`config.mk`:
```
export PLATFORM = sky130hd
export DESIGN_NAME = register_file
export DESIGN_NICKNAME = d
export VERILOG_FILES = /design/src/rtl/regfile_pkg.sv /design/src/rtl/register_file_read_port.sv /design/src/rtl/register_file.sv
export SDC_FILE = /design/constraint.sdc
export NUM_CORES = 2
export LEC_CHECK = 0
export ABC_AREA = 1
export CAP_MARGIN = 25
export CORE_ASPECT_RATIO = 1.2
export CORE_UTILIZATION = 55
export CTS_BUF_LIST = sky130_fd_sc_hd__clkbuf_4 sky130_fd_sc_hd__clkbuf_8
export CTS_CLUSTER_DIAMETER = 120
export DETAILED_ROUTE_END_ITERATION = 10
export PLACE_DENSITY = 0.72
export SYNTH_ARGS = -nofsm -noshare
export SYNTH_HDL_FRONTEND = slang
export SYNTH_HIERARCHICAL = 1
export SYNTH_SLANG_ARGS = --single-unit
```
`constraint.sdc`:
```
create_clock -name clk -period 7.4 [get_ports clk]
set_input_delay 1.48 -clock clk [delete_from_list [all_inputs] [get_ports clk]]
set_output_delay 1.48 -clock clk [all_outputs]
set_load 0.02 [all_outputs]
```
`src/rtl/regfile_pkg.sv`:
```
// Shared constants for the single-cycle datapath register file.
package regfile_pkg;

  localparam int unsigned DEF_DATA_WIDTH = 32;
  localparam int unsigned DEF_ADDR_WIDTH = 5;
  localparam int unsigned NUM_REGS       = 2 ** DEF_ADDR_WIDTH;

  // Architectural register indices.
  localparam int unsigned REG_ZERO = 0;
  localparam int unsigned REG_SP   = 29;
  localparam int unsigned REG_RA   = 31;

endpackage : regfile_pkg

```
`src/rtl/register_file_read_port.sv`:
```
// One combinational read port: storage mux, r0 override, optional write bypass.
module register_file_read_port
  import regfile_pkg::*;
#(
  parameter int unsigned DATA_WIDTH = DEF_DATA_WIDTH,
  parameter int unsigned ADDR_WIDTH = DEF_ADDR_WIDTH,
  parameter int unsigned BYPASS_EN  = 1
) (
  input  logic [(2**ADDR_WIDTH-1)*DATA_WIDTH-1:0] storage,
  input  logic [ADDR_WIDTH-1:0]                   addr,
  input  logic                                    wr_en,
  input  logic [ADDR_WIDTH-1:0]                   wr_addr,
  input  logic [DATA_WIDTH-1:0]                   wr_data,
  output logic [DATA_WIDTH-1:0]                   data
);

  localparam int unsigned N_REGS = 2 ** ADDR_WIDTH;

  logic [DATA_WIDTH-1:0] stored_c;
  logic                  hit_c;
  logic                  is_zero_c;

  // Select the stored word; storage slot 0 holds register 1.
  always_comb begin
    stored_c = '0;
    for (int unsigned i = 1; i < N_REGS; i++) begin
      if (addr == ADDR_WIDTH'(i)) begin
        stored_c = storage[(i-1)*DATA_WIDTH +: DATA_WIDTH];
      end
    end
  end

  // Register 0 is a hard-wired constant rather than storage.
  always_comb begin
    is_zero_c = (addr == ADDR_WIDTH'(REG_ZERO));
  end

  // Same-cycle write to the register being read; wr_en already excludes reset and r0.
  always_comb begin
    hit_c = wr_en && (wr_addr == addr);
  end

  // Final port value: r0 override wins, then bypass, then stored word.
  always_comb begin
    data = stored_c;
    if ((BYPASS_EN != 0) && hit_c) begin
      data = wr_data;
    end
    if (is_zero_c) begin
      data = '0;
    end
  end

endmodule : register_file_read_port

```
`src/rtl/register_file.sv`:
```
// 32-entry register file: two async read ports, one sync write port, one debug read port.
module register_file
  import regfile_pkg::*;
#(
  parameter int unsigned DATA_WIDTH   = DEF_DATA_WIDTH,
  parameter int unsigned ADDR_WIDTH   = DEF_ADDR_WIDTH,
  parameter int unsigned WRITE_BYPASS = 1
) (
  input  logic                  clk,
  input  logic                  rst_n,
  input  logic                  regWrite,
  input  logic [ADDR_WIDTH-1:0] writeReg,
  input  logic [DATA_WIDTH-1:0] writeData,
  input  logic [ADDR_WIDTH-1:0] readReg1,
  input  logic [ADDR_WIDTH-1:0] readReg2,
  output logic [DATA_WIDTH-1:0] readData1,
  output logic [DATA_WIDTH-1:0] readData2,
  input  logic [ADDR_WIDTH-1:0] dbgReg,
  output logic [DATA_WIDTH-1:0] dbgData
);

  localparam int unsigned N_REGS = 2 ** ADDR_WIDTH;

  // Registers 1..N_REGS-1; register 0 has no storage.
  logic [N_REGS-1:1][DATA_WIDTH-1:0] regs_q;
  logic                              wr_en_c;

  // Effective write strobe: r0 writes are dropped, and reset masks both write and bypass.
  always_comb begin
    wr_en_c = rst_n && regWrite && (writeReg != ADDR_WIDTH'(REG_ZERO));
  end

  // Storage update; async clear of every register.
  always_ff @(posedge clk or negedge rst_n) begin
    if (!rst_n) begin
      regs_q <= '0;
    end else begin
      for (int unsigned i = 1; i < N_REGS; i++) begin
        if (wr_en_c && (writeReg == ADDR_WIDTH'(i))) begin
          regs_q[i] <= writeData;
        end
      end
    end
  end

  register_file_read_port #(
    .DATA_WIDTH (DATA_WIDTH),
    .ADDR_WIDTH (ADDR_WIDTH),
    .BYPASS_EN  (WRITE_BYPASS)
  ) u_rd1 (
    .storage (regs_q),
    .addr    (readReg1),
    .wr_en   (wr_en_c),
    .wr_addr (writeReg),
    .wr_data (writeData),
    .data    (readData1)
  );

  register_file_read_port #(
    .DATA_WIDTH (DATA_WIDTH),
    .ADDR_WIDTH (ADDR_WIDTH),
    .BYPASS_EN  (WRITE_BYPASS)
  ) u_rd2 (
    .storage (regs_q),
    .addr    (readReg2),
    .wr_en   (wr_en_c),
    .wr_addr (writeReg),
    .wr_data (writeData),
    .data    (readData2)
  );

  // Debug port always shows committed state.
  register_file_read_port #(
    .DATA_WIDTH (DATA_WIDTH),
    .ADDR_WIDTH (ADDR_WIDTH),
    .BYPASS_EN  (0)
  ) u_dbg (
    .storage (regs_q),
    .addr    (dbgReg),
    .wr_en   (wr_en_c),
    .wr_addr (writeReg),
    .wr_data (writeData),
    .data    (dbgData)
  );

endmodule : register_file

```
==> run metrics <==
status finished, violations left; failing checks negative setup slack; share of layout cells above drive strength 1 a little over a tenth; cell area after layout between 0.07 and 0.08 mm²; I/O pin count around 150; internal power 0.00998 W; max reg flops ~1000; final core utilization 64.1%; register share of total power a little under half; Psw about 0.0054 W; die area 0.118 mm²; WS Path Type in -> out; WP data required between 5000 and 6000 ps; Synth Flop Type dfrtp_1; Post-DP HPWL about 220000 µm; largest net degree at the start of global routing approximately 170; combinational power share between 10% and 20%; WL per Instance ~28 µm; Crit path largest cell delay around 730 ps; top flop regs regs_q x992; area taken by multi-input logic gates 0.0337 mm²; Syn Area/Cell ~6.3 µm²; Worst Path Max Fanout 6; Initial DRT Pass Iterations 9; GRT Total Usage 55.3%; register area around 0.025 mm²; # H-tree levels 4; Setup WS post-layout -147 ps; Die Height about 380 µm; clock slew at reported path FFs around 60 ps; Vias/cell about 6.3; first-pass GRT wire length 475000 µm; cells after synthesis ~10000; mapped cell area about 0.064 mm²; Pleak 35.8 nW; crit end category output port; number of global-route vias before repair approximately 70000; port bufs 150; die span in x ~310 µm; vias approximately 76000; synth warn 6; fillers 10700; Congestion Overflow GR 0; power per cell area 209 mW/mm²; antenna violation net count after detailed routing 0; top cells by count, synth nand2_1, nor2_1, dfrtp_1, inv_1, nand4_1; row count between 100 and 150; Synth async-reset ratio 100%; CTS Buffer Depth 3; FMAX approximately 130 MHz; Nets between 10000 and 15000; # setup viols final 9; Period Utilization, post-route 102%; Max IR drop VDD approximately 0.00019 V; CP max stage cell nor2_2; Sw Ratio between 30% and 40%; number of synthesized flops with an enable pin 0; Syn Nets roughly 10000; placer congestion estimate approximately 1.1; Synth top area share between 30% and 40%; Most flops, register regs_q; fin. max-slew vios 0; initial core utilization 55.7%; Remaining DRCs 0; CTS Buf Count 171; crit path DAT ~6100 ps; drt first-iter violations between 10000 and 15000; post-synth cell types 37; top post-synthesis cells by area dfrtp_1, nand2_1, nand4_1; Worst Max-Slew Pin Slew approximately 1100 ps; Worst-Skew Late Latency approximately 950 ps; clock power share a little over a third; flops & latches, synth 992; sequential fraction of the synthesis area slightly below 40%; # hold bufs at CTS 0; CTS tree built; type of the tightest min-delay check in -> async; Final Hold Vio Count 0; RSZ-0062 raised after global routing true; worst r2r path cells 2; number of antenna violations at the first check in global routing 17; min Tclk post-route 7550 ps; post-synth top area cell dfrtp_1; Root Buffer clkbuf_8; clock skew 0 ps; dpl cell area around 0.070 mm²; crit start category input pin; count leader, synth nand2_1; relative slew slack roughly 27%; Core ar. approximately 0.12 mm²; P&R area growth vs syn 15.0%; CTS sink cnt approximately 990; max_cap viols 0; WL final approximately 330000 µm
-- cells in the final DEF (no fill, tap or decap), types with 13 or more instances in the layout --
cell type / count
nor2_1: 1086
nand4_1: 711
clkbuf_8: 205
o21ai_0: 608
o21ai_1: 14
nand3_2: 16
nand3_1: 449
nor2_2: 80
inv_2: 28
dfrtp_1: 992
or2_1: 21
nor2_4: 27
clkdlybuf4s50_1: 106
inv_1: 828
nand2_1: 4285
or2_2: 144
buf_12: 90
nand2_2: 21
o2111ai_1: 38
buf_4: 389
clkinv_2: 23
a21oi_1: 125
or2_0: 16
clkbuf_4: 55
diode_2: 13
dlymetal6s2s_1: 32
-- metrics by stage --
| step | setup TNS (ps) | hold WS (ps) | setup slack (ps) | total power (W) | instances |
|---|---|---|---|---|---|
| 2_1_floorplan | 0 | 470 | 2360 | 0.00819 | 10200 |
| 3_3_place_gp | -273 | 486 | -107 | 0.00961 | 11700 |
| 3_5_place_dp | -149 | 499 | -103 | 0.00969 | 11700 |
| 4_1_cts | 0 | 400 | 33.3 | 0.0151 | 12000 |
| 5_1_grt | -118 | 444 | -82.4 | 0.0158 | 12000 |
| 6_report | -615 | 437 | -147 | 0.0154 | 12000 |
-- path summary, 6_finish.rpt --
path	startpoint	endpoint	slack, ps
worst max register to register	regs_q[83]$_DFFE_PN0P_	regs_q[83]$_DFFE_PN0P_	6340
min in group clk	regs_q[214]$_DFFE_PN0P_	regs_q[214]$_DFFE_PN0P_	510
worst max-delay path	readReg1[2]	readData1[10]	-150
worst min register to register	regs_q[214]$_DFFE_PN0P_	regs_q[214]$_DFFE_PN0P_	510
max in group asynchronous	rst_n	regs_q[864]$_DFFE_PN0P_	3300
worst min-delay path	rst_n	regs_q[143]$_DFFE_PN0P_	440
-- cell type report --
cell class	instances	share of cell area [%]
Sequential cell	992	33.7
Multi-Input combinational cell	7684	45.7
Inverter	866	4.42
Clock buffer	260	4.39
Clock inverter	43	0.591
Antenna cell	13	0.0441
Timing Repair Buffer	631	8.63
Tap cell	1518	2.58
-- timing repair --
action,CTS,global route
gates cloned,0,0
setup endpoints to repair,4,66
gates resized for setup,3,73
pin swaps,2,32
buffers inserted,5,0
-- power by group through the flow --
stage / clock, W / sequential [W] / combinational (W)
final: 0.00555 / 0.00696 / 0.00287
after global placement: 0 / 0.00699 / 0.00262
after CTS: 0.00554 / 0.00692 / 0.00269
after detailed placement: 0 / 0.00700 / 0.00268
after floorplan: 0 / 0.00675 / 0.00144
after global routing: 0.00577 / 0.00704 / 0.00303
-- cell families after synthesis --
family / after synthesis / share of synthesized area [%]
simple gates: 6889 / 45.4
flops: 992 / 38.7
buf+inv: 1531 / 9.41
compound gates: 795 / 6.46
-- critical path, delay by kind of cell --
kind	cells	cell delay, ps
buffers and inverters	6	1600
and+or+nand+nor	19	2780
AOI/OAI and AO/OA	1	170
-- metal layers --
metal	vias to the layer above	global-route usage, %	routed length (µm)
met4	10	54.5	41200
met1	34700	63.1	106000
li1	32500	-	-
met2	6785	79.2	135000
met5	-	1.12	253
met3	2231	19.6	48500
No activity file was read; power rests on OpenSTA's default activity.
